### src/rtl/writeback_scheduler_pkg.sv
// Shared widths and load-queue entry type for the writeback scheduler.
package writeback_scheduler_pkg;
  localparam int REG_ADDR_W = 5;
  localparam int DATA_W = 32;
  localparam logic [REG_ADDR_W-1:0] ZERO_REG = '0;

  typedef struct packed {
    logic                  valid;
    logic                  dead;
    logic [REG_ADDR_W-1:0] rd;
    logic [DATA_W-1:0]     data;
  } lq_entry_t;
endpackage

### src/rtl/wb_load_queue.sv
// Circular load-return FIFO with a parallel rd-match kill port.
module wb_load_queue
  import writeback_scheduler_pkg::*;
#(
  parameter int DEPTH = 2,
  parameter int CW = $clog2(DEPTH + 1)
) (
  input  logic                  clock,
  input  logic                  reset,
  input  logic                  push,
  input  logic                  push_dead,
  input  logic [REG_ADDR_W-1:0] push_rd,
  input  logic [DATA_W-1:0]     push_data,
  input  logic                  pop,
  input  logic                  kill,
  input  logic [REG_ADDR_W-1:0] kill_rd,
  output lq_entry_t             head,
  output logic [CW-1:0]         count,
  output logic                  full,
  output logic                  empty,
  output logic                  overflow
);
  localparam int PW = (DEPTH > 1) ? $clog2(DEPTH) : 1;
  localparam logic [PW-1:0] LAST = PW'(DEPTH - 1);
  localparam logic [CW-1:0] FULL_CNT = CW'(DEPTH);

  lq_entry_t     mem_q [DEPTH];
  lq_entry_t     mem_d [DEPTH];
  logic [PW-1:0] head_q, head_d;
  logic [PW-1:0] tail_q, tail_d;
  logic [CW-1:0] count_q, count_d;
  logic          ovf_q, ovf_d;
  logic          pop_eff;

  assign full  = (count_q == FULL_CNT);
  assign empty = (count_q == '0);
  assign head  = mem_q[head_q];
  assign count = count_q;
  assign overflow = ovf_q;
  assign pop_eff = pop && !empty;

  always_comb begin
    mem_d   = mem_q;
    head_d  = head_q;
    tail_d  = tail_q;
    ovf_d   = ovf_q | (push && full && !pop);
    count_d = count_q + CW'(push) - CW'(pop_eff);
    if (kill) begin
      for (int i = 0; i < DEPTH; i++) begin
        if (mem_q[i].valid && mem_q[i].rd == kill_rd) begin
          mem_d[i].dead = 1'b1;
        end
      end
    end
    if (pop_eff) begin
      mem_d[head_q].valid = 1'b0;
      head_d = (head_q == LAST) ? '0 : head_q + 1'b1;
    end
    // push after pop so a full-queue swap reuses the freed slot
    if (push) begin
      mem_d[tail_q] = '{valid: 1'b1, dead: push_dead,
                        rd: push_rd, data: push_data};
      tail_d = (tail_q == LAST) ? '0 : tail_q + 1'b1;
    end
  end

  always_ff @(posedge clock or negedge reset) begin
    if (!reset) begin
      for (int i = 0; i < DEPTH; i++) begin
        mem_q[i] <= '0;
      end
      head_q  <= '0;
      tail_q  <= '0;
      count_q <= '0;
      ovf_q   <= 1'b0;
    end else begin
      mem_q   <= mem_d;
      head_q  <= head_d;
      tail_q  <= tail_d;
      count_q <= count_d;
      ovf_q   <= ovf_d;
    end
  end
endmodule

### src/rtl/writeback_scheduler.sv
// Arbitrates the register-file write port between execute and load returns.
module writeback_scheduler
  import writeback_scheduler_pkg::*;
#(
  parameter int PC_WIDTH = 11,
  parameter int LQ_DEPTH = 2
) (
  input  logic                          clock,
  input  logic                          reset,
  input  logic                          exec_valid,
  output logic                          exec_ready,
  input  logic [REG_ADDR_W-1:0]         exec_rd,
  input  logic [DATA_W-1:0]             exec_data,
  input  logic                          exec_link,
  input  logic [PC_WIDTH-1:0]           link_pc,
  input  logic                          load_valid,
  input  logic [REG_ADDR_W-1:0]         load_rd,
  input  logic [DATA_W-1:0]             load_data,
  output logic                          wr_en,
  output logic [REG_ADDR_W-1:0]         wr_addr,
  output logic [DATA_W-1:0]             wr_data,
  output logic [$clog2(LQ_DEPTH+1)-1:0] lq_count,
  output logic                          overflow_err
);
  localparam int CW = $clog2(LQ_DEPTH + 1);

  lq_entry_t         head;
  logic              lq_full, lq_empty;
  logic              exec_eff, load_eff;
  logic              g_exec, g_pop, g_byp;
  logic              lq_push, lq_push_dead;
  logic [DATA_W-1:0] exec_wdata;
  logic [CW-1:0]     count;

  logic                  wr_en_q, wr_en_d;
  logic [REG_ADDR_W-1:0] wr_addr_q, wr_addr_d;
  logic [DATA_W-1:0]     wr_data_q, wr_data_d;

  assign exec_eff   = exec_valid && exec_rd != ZERO_REG;
  assign load_eff   = load_valid && load_rd != ZERO_REG;
  assign exec_wdata = exec_link ? DATA_W'(link_pc) : exec_data;

  // one-hot port grant: a full queue outranks execute
  assign g_pop  = lq_full || (!exec_eff && !lq_empty);
  assign g_exec = !lq_full && exec_eff;
  assign g_byp  = !lq_full && !exec_eff && lq_empty && load_eff;

  assign exec_ready   = !g_pop || !exec_eff;
  assign lq_push      = load_eff && !g_byp;
  assign lq_push_dead = g_exec && load_rd == exec_rd;

  wb_load_queue #(
    .DEPTH (LQ_DEPTH),
    .CW    (CW)
  ) u_lq (
    .clock     (clock),
    .reset     (reset),
    .push      (lq_push),
    .push_dead (lq_push_dead),
    .push_rd   (load_rd),
    .push_data (load_data),
    .pop       (g_pop),
    .kill      (g_exec),
    .kill_rd   (exec_rd),
    .head      (head),
    .count     (count),
    .full      (lq_full),
    .empty     (lq_empty),
    .overflow  (overflow_err)
  );

  always_comb begin
    wr_en_d   = 1'b0;
    wr_addr_d = wr_addr_q;
    wr_data_d = wr_data_q;
    unique case (1'b1)
      g_exec: begin
        wr_en_d   = 1'b1;
        wr_addr_d = exec_rd;
        wr_data_d = exec_wdata;
      end
      g_pop: begin
        wr_en_d = head.valid && !head.dead;
        if (wr_en_d) begin
          wr_addr_d = head.rd;
          wr_data_d = head.data;
        end
      end
      g_byp: begin
        wr_en_d   = 1'b1;
        wr_addr_d = load_rd;
        wr_data_d = load_data;
      end
      default: ;
    endcase
  end

  always_ff @(posedge clock or negedge reset) begin
    if (!reset) begin
      wr_en_q   <= 1'b0;
      wr_addr_q <= '0;
      wr_data_q <= '0;
    end else begin
      wr_en_q   <= wr_en_d;
      wr_addr_q <= wr_addr_d;
      wr_data_q <= wr_data_d;
    end
  end

  assign wr_en    = wr_en_q;
  assign wr_addr  = wr_addr_q;
  assign wr_data  = wr_data_q;
  assign lq_count = count;
endmodule
### config.mk
export PLATFORM = sky130hd
export DESIGN_NAME = writeback_scheduler
export DESIGN_NICKNAME = d
export VERILOG_FILES = /design/src/rtl/writeback_scheduler_pkg.sv /design/src/rtl/wb_load_queue.sv /design/src/rtl/writeback_scheduler.sv
export SDC_FILE = /design/constraint.sdc
export NUM_CORES = 1
export LEC_CHECK = 0
export ABC_AREA = 1
export BUFFER_PORTS_ARGS = -buffer_cell sky130_fd_sc_hd__buf_4
export CAP_MARGIN = 20
export CORE_ASPECT_RATIO = 1.75
export CORE_MARGIN = 8
export CORE_UTILIZATION = 30
export DETAILED_ROUTE_END_ITERATION = 10
export GPL_TIMING_DRIVEN = 0
export MAX_ROUTING_LAYER = met4
export SLEW_MARGIN = 20
export SYNTH_ARGS = -nofsm -noshare
export SYNTH_HDL_FRONTEND = slang
export SYNTH_SLANG_ARGS = --single-unit
### constraint.sdc
create_clock -name clock -period 1.9 [get_ports clock]
set_input_delay 0.38 -clock clock [delete_from_list [all_inputs] [get_ports clock]]
set_output_delay 0.38 -clock clock [all_outputs]
set_load 0.01 [all_outputs]
== Word-level counts from Yosys, hierarchy flattened ==
Index checks and enable logic that the tools add are counted.

* Reductions and logical operators: 31
* $lt $le $gt $ge: 4
* Mux-type cells: 23
* $add $sub $neg: 4
* Bitwise logic cells: 3
* Equal/unequal tests: 5

{| class="wikitable"
|+ Operators by type and width
! operator !! number
|-
| two-way mux 39 bit || 5
|-
| bitwise mux 78 bit || 2
|-
| two-way mux 78 bit || 2
|-
| case mux 32 bit (3 select lines) || 1
|-
| demux 39 bit (select 1 bit) || 2
|-
| two-way mux 32 bit || 2
|-
| logical AND 1 bit || 17
|-
| equality test 5 bit || 3
|-
| case mux 5 bit (3 select lines) || 1
|-
| nonzero test 5 bit || 2
|-
| zero test 1 bit || 6
|-
| two-way mux 1 bit || 6
|-
| two-way mux 5 bit || 1
|-
| >= comparator 2 bit, second input constant || 2
|-
| < comparator 2 x 1 -> 1 bit, second input constant || 2
|-
| inverter 1 -> 2 bit || 2
|-
| nonzero test 3 bit || 1
|-
| adder 1 bit, second input constant || 2
|-
| adder 2 x 1 -> 2 bit || 1
|-
| equality test 2 bit, second input constant || 1
|-
| zero test 2 bit || 1
|-
| logical OR 1 bit || 2
|-
| != test 2 bit, second input constant || 1
|-
| case mux 1 bit (2 select lines) || 1
|-
| 4 further kinds || 4
|}

* Bits in registers: 121

== Longest topological paths before layout ==
Gate-level depths: netlist (run 1).

* Word-level depth: 11
* Depth in mapped cells: 14

== Cells and area by module ==
Synthesis (run 1) repeated with hierarchy kept, for this count alone.

* Cells, all modules: 904
* Area, all modules: 6623.9 um^2

{| class="wikitable"
|+ Modules (own cells, without submodules)
! module !! area an instance (um^2) !! cells each !! instances
|-
| wb_load_queue || 3794.9 || 487 || 1
|-
| writeback_scheduler || 2829.0 || 417 || 1
|}

== Least setup slack after synthesis (run 1) ==
Ideal clock, no wire load.

* Path type: in2reg
* From: in exec_rd[4]
* To: reg u_lq.count_q[1] (netlist: u_lq.count[1])
* Arrival: 1.515 ns
* Stages: 9
* Path buffers: 3
* Required time: 1.777 ns
* Slack: 0.263 ns
* Cells stage by stage: buf_2 nor2_4 nand3_2 nand2_4 buf_4 buf_2 a21oi_1 ha_1 xnor2_1

* Longest elaborated chain between the ends: 10
* Elaborated cells on any way between the ends: 13

{| class="wikitable"
|+ RTL lines
! element !! RTL line !! source
|-
| start, declared || writeback_scheduler.sv:12 || <nowiki>input logic [REG_ADDR_W-1:0] exec_rd,</nowiki>
|-
| nonzero test 5 bit * || writeback_scheduler.sv:39 || <nowiki>assign exec_eff = exec_valid && exec_rd != ZERO_REG;</nowiki>
|-
| logical AND 1 bit * || writeback_scheduler.sv:39 ||
|-
| zero test 1 bit * || writeback_scheduler.sv:44, writeback_scheduler.sv:46 ||
|-
| logical AND 1 bit (3 in series) || writeback_scheduler.sv:46 || <nowiki>assign g_byp = !lq_full && !exec_eff && lq_empty && load_eff;</nowiki>
|-
| zero test 1 bit || writeback_scheduler.sv:49 || <nowiki>assign lq_push = load_eff && !g_byp;</nowiki>
|-
| logical AND 1 bit || writeback_scheduler.sv:49 ||
|-
| adder 2 x 1 -> 2 bit || wb_load_queue.sv:47 || <nowiki>count_d = count_q + CW'(push) - CW'(pop_eff);</nowiki>
|-
| subtractor 2 x 1 -> 2 bit * || wb_load_queue.sv:47 ||
|-
| via u_lq.count_d[1] || wb_load_queue.sv:31 || <nowiki>logic [CW-1:0] count_q, count_d;</nowiki>
|-
| end signal, assigned || wb_load_queue.sv:80 || <nowiki>count_q <= count_d;</nowiki>
|-
| end, declared || wb_load_queue.sv:31 ||
|}

The timed path passes the listed nets; every way through them passes the cells marked *.
A chain may end at the register's enable or synchronous reset.

== Worst setup path in the final report (run 1) ==
* From: reg u_lq.count_q[0] (netlist: u_lq.count[0])
* To: reg wr_data_q[3] (netlist: wr_data[3])

* Longest elaborated chain between the ends: 7
* Elaborated cells on any way between the ends: 14

{| class="wikitable"
|+ RTL lines
! element !! RTL line !! source
|-
| equality test 2 bit || wb_load_queue.sv:35 || <nowiki>assign full = (count_q == FULL_CNT);</nowiki>
|-
| zero test 1 bit || writeback_scheduler.sv:45, writeback_scheduler.sv:46 ||
|-
| logical AND 1 bit (3 in series) || writeback_scheduler.sv:46 ||
|-
| nonzero test 3 bit (no line) || -- ||
|-
| AND reduction 2 bit (no line) || -- ||
|-
| end signal, assigned || writeback_scheduler.sv:106 || <nowiki>wr_data_q <= wr_data_d;</nowiki>
|-
| end, declared || writeback_scheduler.sv:37 || <nowiki>logic [DATA_W-1:0] wr_data_q, wr_data_d;</nowiki>
|}

Parallel ways exist; a longest one is shown, timed or not.

==> results.md, run 1 <==
- Core occupancy in the finished layout: about two fifths
- Syn_nets: approximately 1000
- Final instance area: roughly 9000 sq um
- Die X: between 100 and 150 um
- Total congestion overflow: 0
- Worst setup SP type: flip-flop
- 1st-iter DRT viols: about 420
- Worst hold slack: around 0.17 ns
- Area of the multi-input gates: around 2900 sq um
- Commonest non-fill, non-tap cell in the layout: nand2_1
- Post-synthesis cell type count: 25
- CTS tree: done
- P_leak: 4.76 nW
- PortBufs: between 100 and 150
- Largest net degree at the start of global routing: between 90 and 100
- Mapped Area: between 6000 and 7000 sq um
- Post-route DRC: 0
- Setup Crit Path Kind: reg2reg
- Arrival time worst endpoint: 2.12 ns
- Final setup TNS: 0 ns
- Vias in the first global route: about 6600
- First-pass GRT wire length: about 36 mm
- Final hold vios: 0
- Post-Syn Instances: ~950
- Placed cell area: 8090 sq um
- Syn. warnings: 0
- Antenna violations before repair: 1
- Non-filler cells, final: between 1000 and 1500
- Max Clock Skew: between 0.008 and 0.009 ns
- GPL Wtd Cong: 0.834
- Syn Area/Cell: 7.11 sq um
- H-Tree Depth: 4
- Initial core utilization: 30.5%
- Area growth syn-to-layout: 30.0%
- Top Ports: 132
- Placed cells: ~1400
- GRT Resource Usage Total: ~18%
- Sequential share of the synthesized area: between 40 and 50%
- Drt total wl: ~23 mm
- Clk_lat worst skew: 0.43 ns
- Crit share post-route: slightly above 90%
- Max_cap viols: 0
- Setup Viol. Count Final: 0
- Crit-path max FO: 10
- 1st-pass router iterations: 5
- Die area: 27700 sq um
- Clk root buf: clkbuf_16
- Reg clk slew, reported paths: around 0.060 ns
- TritonCTS Buffers: 17
- Worst vdd ir: 0.776 mV
- WL/cell: approximately 16 um
- Register bit total from synthesis: between 100 and 150
- CP required: between 2 and 2.5 ns
- Total setup buffers inserted after CTS: 0
- Slew Limit Fails: 0
- Die Ht: between 200 and 250 um
- Total number of vias: between 6000 and 7000
- Core area: 22100 sq um
- Fin nets: around 1200
- Reg2reg setup slack: about 0.14 ns
- Max frequency: about 570 MHz
- CTS Buffer Depth: 2
- Placed wire-length estimate: around 17 mm
- PD cells: ~1600 nW/um^2
- Std cell rows: 72
- Min-Delay Path Class: in2reg
- Commonest non-fill, non-tap cells in the layout: nand2_1 (456), buf_4 (136), dfrtp_1 (121), inv_1 (109), o21ai_0 (68)
- Period minus WS final: 1.76 ns
- Share of cells above drive strength 1: between 20% and 30%
- Clk sinks: 121
- Rel. slew slack: between 60 and 70%
- Post-route ant nets: 0
- Crit. End Element: flip-flop
- Vias per cell: ~4.6
- Status: finished, final reports clean
- RSZ-0062 raised after global routing: false
- Filler cells: between 2000 and 2500
- Reg area: 3030 sq um
- Worst-margin pin slew: 0.521 ns
-- routing by layer --
layer  vias up  part of all wire (%)  global-route usage, %
met5         -                     0                      -
met4         0                   5.6                   11.5
met3        61                   3.3                   2.42
met2       176                    55                   31.8
met1      3002                    36                   17.2
li1       3182                     -                      -
-- where the power goes --
part           internal, mW  switching, mW  leakage [nW]  total (mW)
sequential             3.77          0.609          1.51        4.38
combinational          2.28           3.90          2.95        6.18
clock                  2.13           1.29         0.300        3.42
-- critical path, cell delays in order, from the launching register on --
cell and delay (ns):
dfrtp_1 0.46, nor2_2 0.20, clkbuf_4 0.26, buf_2 0.24, nand4_1 0.11, nand2_1 0.21, inv_1 0.06, nand2_1 0.06
nand2_1 0.05, nand2_1 0.05
-- cell usage after synthesis, drive strengths merged --
master,instances,share of area [%]
o21ai,78,5.8
mux2,11,1.8
xnor2,10,1.3
nand3,9,0.74
buf,47,4.8
nor2,36,2.5
inv,112,6.3
a21oi,1,0.074
nand4,40,3.7
ha,1,0.19
clkbuf,11,0.61
xor2,5,0.65
dfrtp,121,45
nand2,465,26
-- registers in the layout, summed over array words and instances, names as in the netlist --
signal,count
wr_data,32
u_lq.tail_q,1
wr_en,1
wr_addr,5
u_lq.head_q,1
u_lq.mem_q,78
u_lq.count,2
u_lq.overflow,1
-- per-stage QoR --
step,total power [mW],setup WS (ns)
6_report,14.0,0.142
3_3_place_gp,10.5,-0.0330
4_1_cts,14.1,0.0423
3_5_place_dp,10.6,-0.0452
2_1_floorplan,8.21,0.263
5_1_grt,15.1,0.0166
-- worst paths after layout --
check,startpoint,endpoint,depth (start not counted)
setup / recovery,u_lq.count[0],wr_data[3],9
hold / removal,load_data[27],u_lq.mem_q[27],3
setup reg to reg,u_lq.count[0],wr_data[3],9
hold reg to reg,u_lq.overflow,u_lq.overflow,1
max in group asynchronous,reset,wr_data[12],3
min in group asynchronous,reset,u_lq.overflow,2
-- area by class of cell --
class | instances | share of cell area (%)
flip-flops and latches | 121 | 34.6
multi-input cells | 656 | 33.4
repair buffers | 129 | 11.4
clock buffers | 18 | 5.02
inverters | 112 | 4.83
plain buffers | 58 | 4.29
well taps | 296 | 4.23
clock inverters | 14 | 2.13
diodes | 1 | 0.0286
-- logic make-up (layout without fill, tap and decap cells) --
logic type / after synthesis / count (layout) / synth area share [%]
other cells: 0 / 1 / 0
flops: 121 / 121 / 45.0
xor+xnor: 15 / 15 / 1.95
simple gates: 550 / 550 / 33.4
buf+inv: 170 / 331 / 11.7
fa+ha+maj: 1 / 1 / 0.186
compound gates: 79 / 79 / 5.87
mux: 11 / 11 / 1.84
-- what timing repair did --
item | 4_1_cts | 5_1_grt
gates cloned | 0 | 0
endpoints found under the setup margin | 5 | 20
endpoints found under the hold margin | 28 | 0
pin swaps | 0 | 0
resized for setup | 2 | 9
hold buffers | 1 | 0
(Power assumes the default switching activity.)
==> inputs of run 2 (changes only) <==
--- a/config.mk
+++ b/config.mk
@@ -8,9 +8,9 @@
 export ABC_AREA = 1
 export BUFFER_PORTS_ARGS = -buffer_cell sky130_fd_sc_hd__buf_4
 export CAP_MARGIN = 20
-export CORE_ASPECT_RATIO = 1.75
 export CORE_MARGIN = 8
 export CORE_UTILIZATION = 30
+export CTS_CLUSTER_DIAMETER = 120
 export DETAILED_ROUTE_END_ITERATION = 10
 export GPL_TIMING_DRIVEN = 0
 export MAX_ROUTING_LAYER = met4
==> constraint.sdc (replaced) <==
create_clock -name clock -period 2 [get_ports clock]
set_input_delay 0.4 -clock clock [delete_from_list [all_inputs] [get_ports clock]]
set_output_delay 0.4 -clock clock [all_outputs]
set_load 0.01 [all_outputs]
==> run 2 against run 1 <==
  * Register-to-register slack improved by 0.05 ns
  * Non-clock buffer count unchanged
  * Critical path depth decreased by 6
  * Routed wire length decreased by 10%
  * Critical path type is now reg2out
  * Critical endpoint is now exec_ready
==> results.md, run 2 (synthesis results as in run 1) <==
- Crit share post-route: roughly nine tenths
- TritonCTS Buffers: 17 (unchanged)
- Slowest cell on the critical path: dfrtp_1
- Placed cells: 1360 (-0.80%)
- Reg clk slew, reported paths: 0.06 ns (about the same)
- Commonest non-fill, non-tap cell in the layout: nand2_1
- Internal power: 7.57 mW (-7.4%)
- Placed cell area: 8080 sq um (-0.17%)
- 1st-iter DRT viols: 413 (-2.6%)
- Total setup buffers inserted after CTS: 0 (unchanged)
- R2R Path Start: u_lq.count[0]
- Drt total wl: 20.4 mm (-10%)
- Commonest non-fill, non-tap cells in the layout: nand2_1 (458), buf_4 (136), dfrtp_1 (121), inv_1 (109), o21ai_0 (68)
- Worst setup SP type: flip-flop
- Post-route ant nets: 0 (unchanged)
- CP required: 1.60 ns (-0.66 ns)
- PD cells: 1470 nW/um^2 (-7.9%)
- Max Clock Skew: 0.0128 ns (+0.00432 ns)
- Pre-CTS setup slack: 0.0000258 ns (+0.0452 ns)
- Hold Crit Depth: 3 (unchanged)
- Initial core utilization: 30.1% (-0.40 points)
- Total congestion overflow: 0 (unchanged)
- Share of cells above drive strength 1: 20.8% (-0.63 points)
- Max reg flops: 78 (unchanged)
- 1st-pass router iterations: 4 (-1)
- Clk root buf: clkbuf_16
- Period minus WS final: around 1.8 ns
- Status: finished, final reports clean
- Setup Viol. Count Final: 0 (unchanged)
- Clock network power share: 23.4% (-1.1 points)
- Antenna violations before repair: 1 (unchanged)
- Setup Crit Path Kind: reg2out
- Final worst setup slack: 0.161 ns (+0.0196 ns)
- Gate power share: 44.1% (about the same)
- NetSw: 5.18 mW (-11%)
- Worst vdd ir: 0.696 mV (-10%)
- H-Tree Depth: 4 (unchanged)
- CTS tree: done
- Largest net degree at the start of global routing: 72 (-23%)
- Vias in the first global route: 6254 (-5.9%)
- Worst path buffer plus inverter count: 1 (-2)
- Switch share: 40.6% (-0.88 points)
- Worst-margin pin slew: 0.551 ns (+0.0303 ns)
- Die area: 27500 sq um (-0.68%)
- Non-filler cells, final: 1394 (-0.78%)
- Die X: 166 um (+28%)
- GPL Wtd Cong: 0.812 (-2.6%)
- Crit. End Element: primary output
- Worst hold slack: 0.199 ns (+0.0303 ns)
- Largest Register: u_lq.mem_q
- Fin nets: 1186 (unchanged)
- Clk sinks: 121 (unchanged)
- Crit-path cells: nor2_1 > nand3_1 > buf_4
- Area growth syn-to-layout: 28.7%
- Hold Path End: u_lq.mem_q[8]
- Final setup TNS: 0 ns (unchanged)
- Min-delay src: load_data[8]
- CP top delay family: flip-flops
- Total number of vias: 6176 (-3.8%)
- Arrival time worst endpoint: 1.44 ns (-0.68 ns)
- Reg2Reg Capture Point: wr_data[8]
- Crit-path max FO: 6 (-4)
- RSZ-0062 raised after global routing: false
- Final hold vios: 0 (unchanged)
- Power Total: 12.8 mW (-8.8%)
- P_leak: 4.73 nW (-0.66%)
- Std cell rows: 55 (-24%)
- Max_cap viols: 0 (unchanged)
- Core occupancy in the finished layout: 38.7% (-0.90 points)
- Max frequency: 544 MHz
- CP peak stage delay: 0.44 ns (-0.02 ns)
- Placed wire-length estimate: 14.6 mm (-16%)
- Rel. slew slack: 63.2% (-2.0 points)
- Final instance area: 8660 sq um (-0.97%)
- Reg2reg path depth: 8 (-1)
- CTS Buffer Depth: 2 (unchanged)
- Post-route DRC: 0 (unchanged)
- PortBufs: 127 (unchanged)
- Min-Delay Path Class: in2reg
- Flop pwr share: 32.5% (+1.2 points)
- WL/cell: 14.6 um (-9.5%)
- GRT Resource Usage Total: 15.6% (-2.2 points)
- First-pass GRT wire length: 33.5 mm (-7.4%)
- Reg2reg setup slack: 0.19 ns (+0.05 ns)
- Die Ht: 166 um (-23%)
- Top Ports: 132 (unchanged)
- Slew Limit Fails: 0 (unchanged)
- Core area: 22400 sq um (+1.3%)
- Clk_lat worst skew: 0.42 ns (about the same)
- Vias per cell: 4.43 (-3.1%)
## run 2: cell types whose count changed in the layout (fill, tap and decap cells not counted), sizes merged
| cell | before | now |
|---|---|---|
| buf | 172 | 173 |
| bufinv | 3 | 2 |
| clkinv | 4 | 7 |
| clkinvlp | 2 | 4 |
| inv | 117 | 112 |
## run 2: repair_timing
item,4_1_cts,5_1_grt
setup endpoints to repair,0,13
hold buffers,1,0
endpoints found under the hold margin,50,0
gates resized for setup,0,2
## run 2: power by group through the flow
stage,Combinational [mW],Clock (mW),Sequential (mW)
2_1_floorplan,3.56,0,4.23
3_3_place_gp,5.60,0,4.15
3_5_place_dp,5.69,0,4.18
4_1_cts,5.72,3.06,4.14
5_1_grt,6.45,3.16,4.28
6_report,5.62,2.99,4.14
## run 2: worst min-delay path, stage by stage
cell and delay, ns:
buf_4 0.09, nand2_1 0.05, nand2_1 0.04
## run 2: metal layers
| metal | wire length, um | global-route usage, % |
|---|---|---|
| met2 | 9720 | 24.7 |
| met4 | 216 | 4.66 |
| met3 | 1010 | 3.30 |
| met1 | 9480 | 19.7 |
| met5 | 0 | - |
## run 2: cell type report
cell class | instances | area (sq um)
Buffer | 58 | 368
Tap cell | 285 | 357
Timing Repair Buffer | 129 | 998
Fill cell | 2353 | 13700
Clock buffer | 19 | 443
Inverter | 112 | 423
Clock inverter | 13 | 129
Antenna cell | 1 | 2.50
Sequential cell | 121 | 3030
Multi-Input combinational cell | 656 | 2910
## run 2: worst max path at each step
stage	cells past startpoint	slack, ns	from	endpoint
after floorplan	9	0.34	exec_rd[4]	u_lq.count[1]
after global placement	12	0.03	exec_rd[0]	wr_data[2]
after detailed placement	12	0.00003	exec_rd[0]	wr_data[2]
after CTS	3	0.14	u_lq.count[0]	exec_ready
after global routing	10	0.006	u_lq.head_q	wr_data[14]
final	3	0.16	u_lq.count[0]	exec_ready
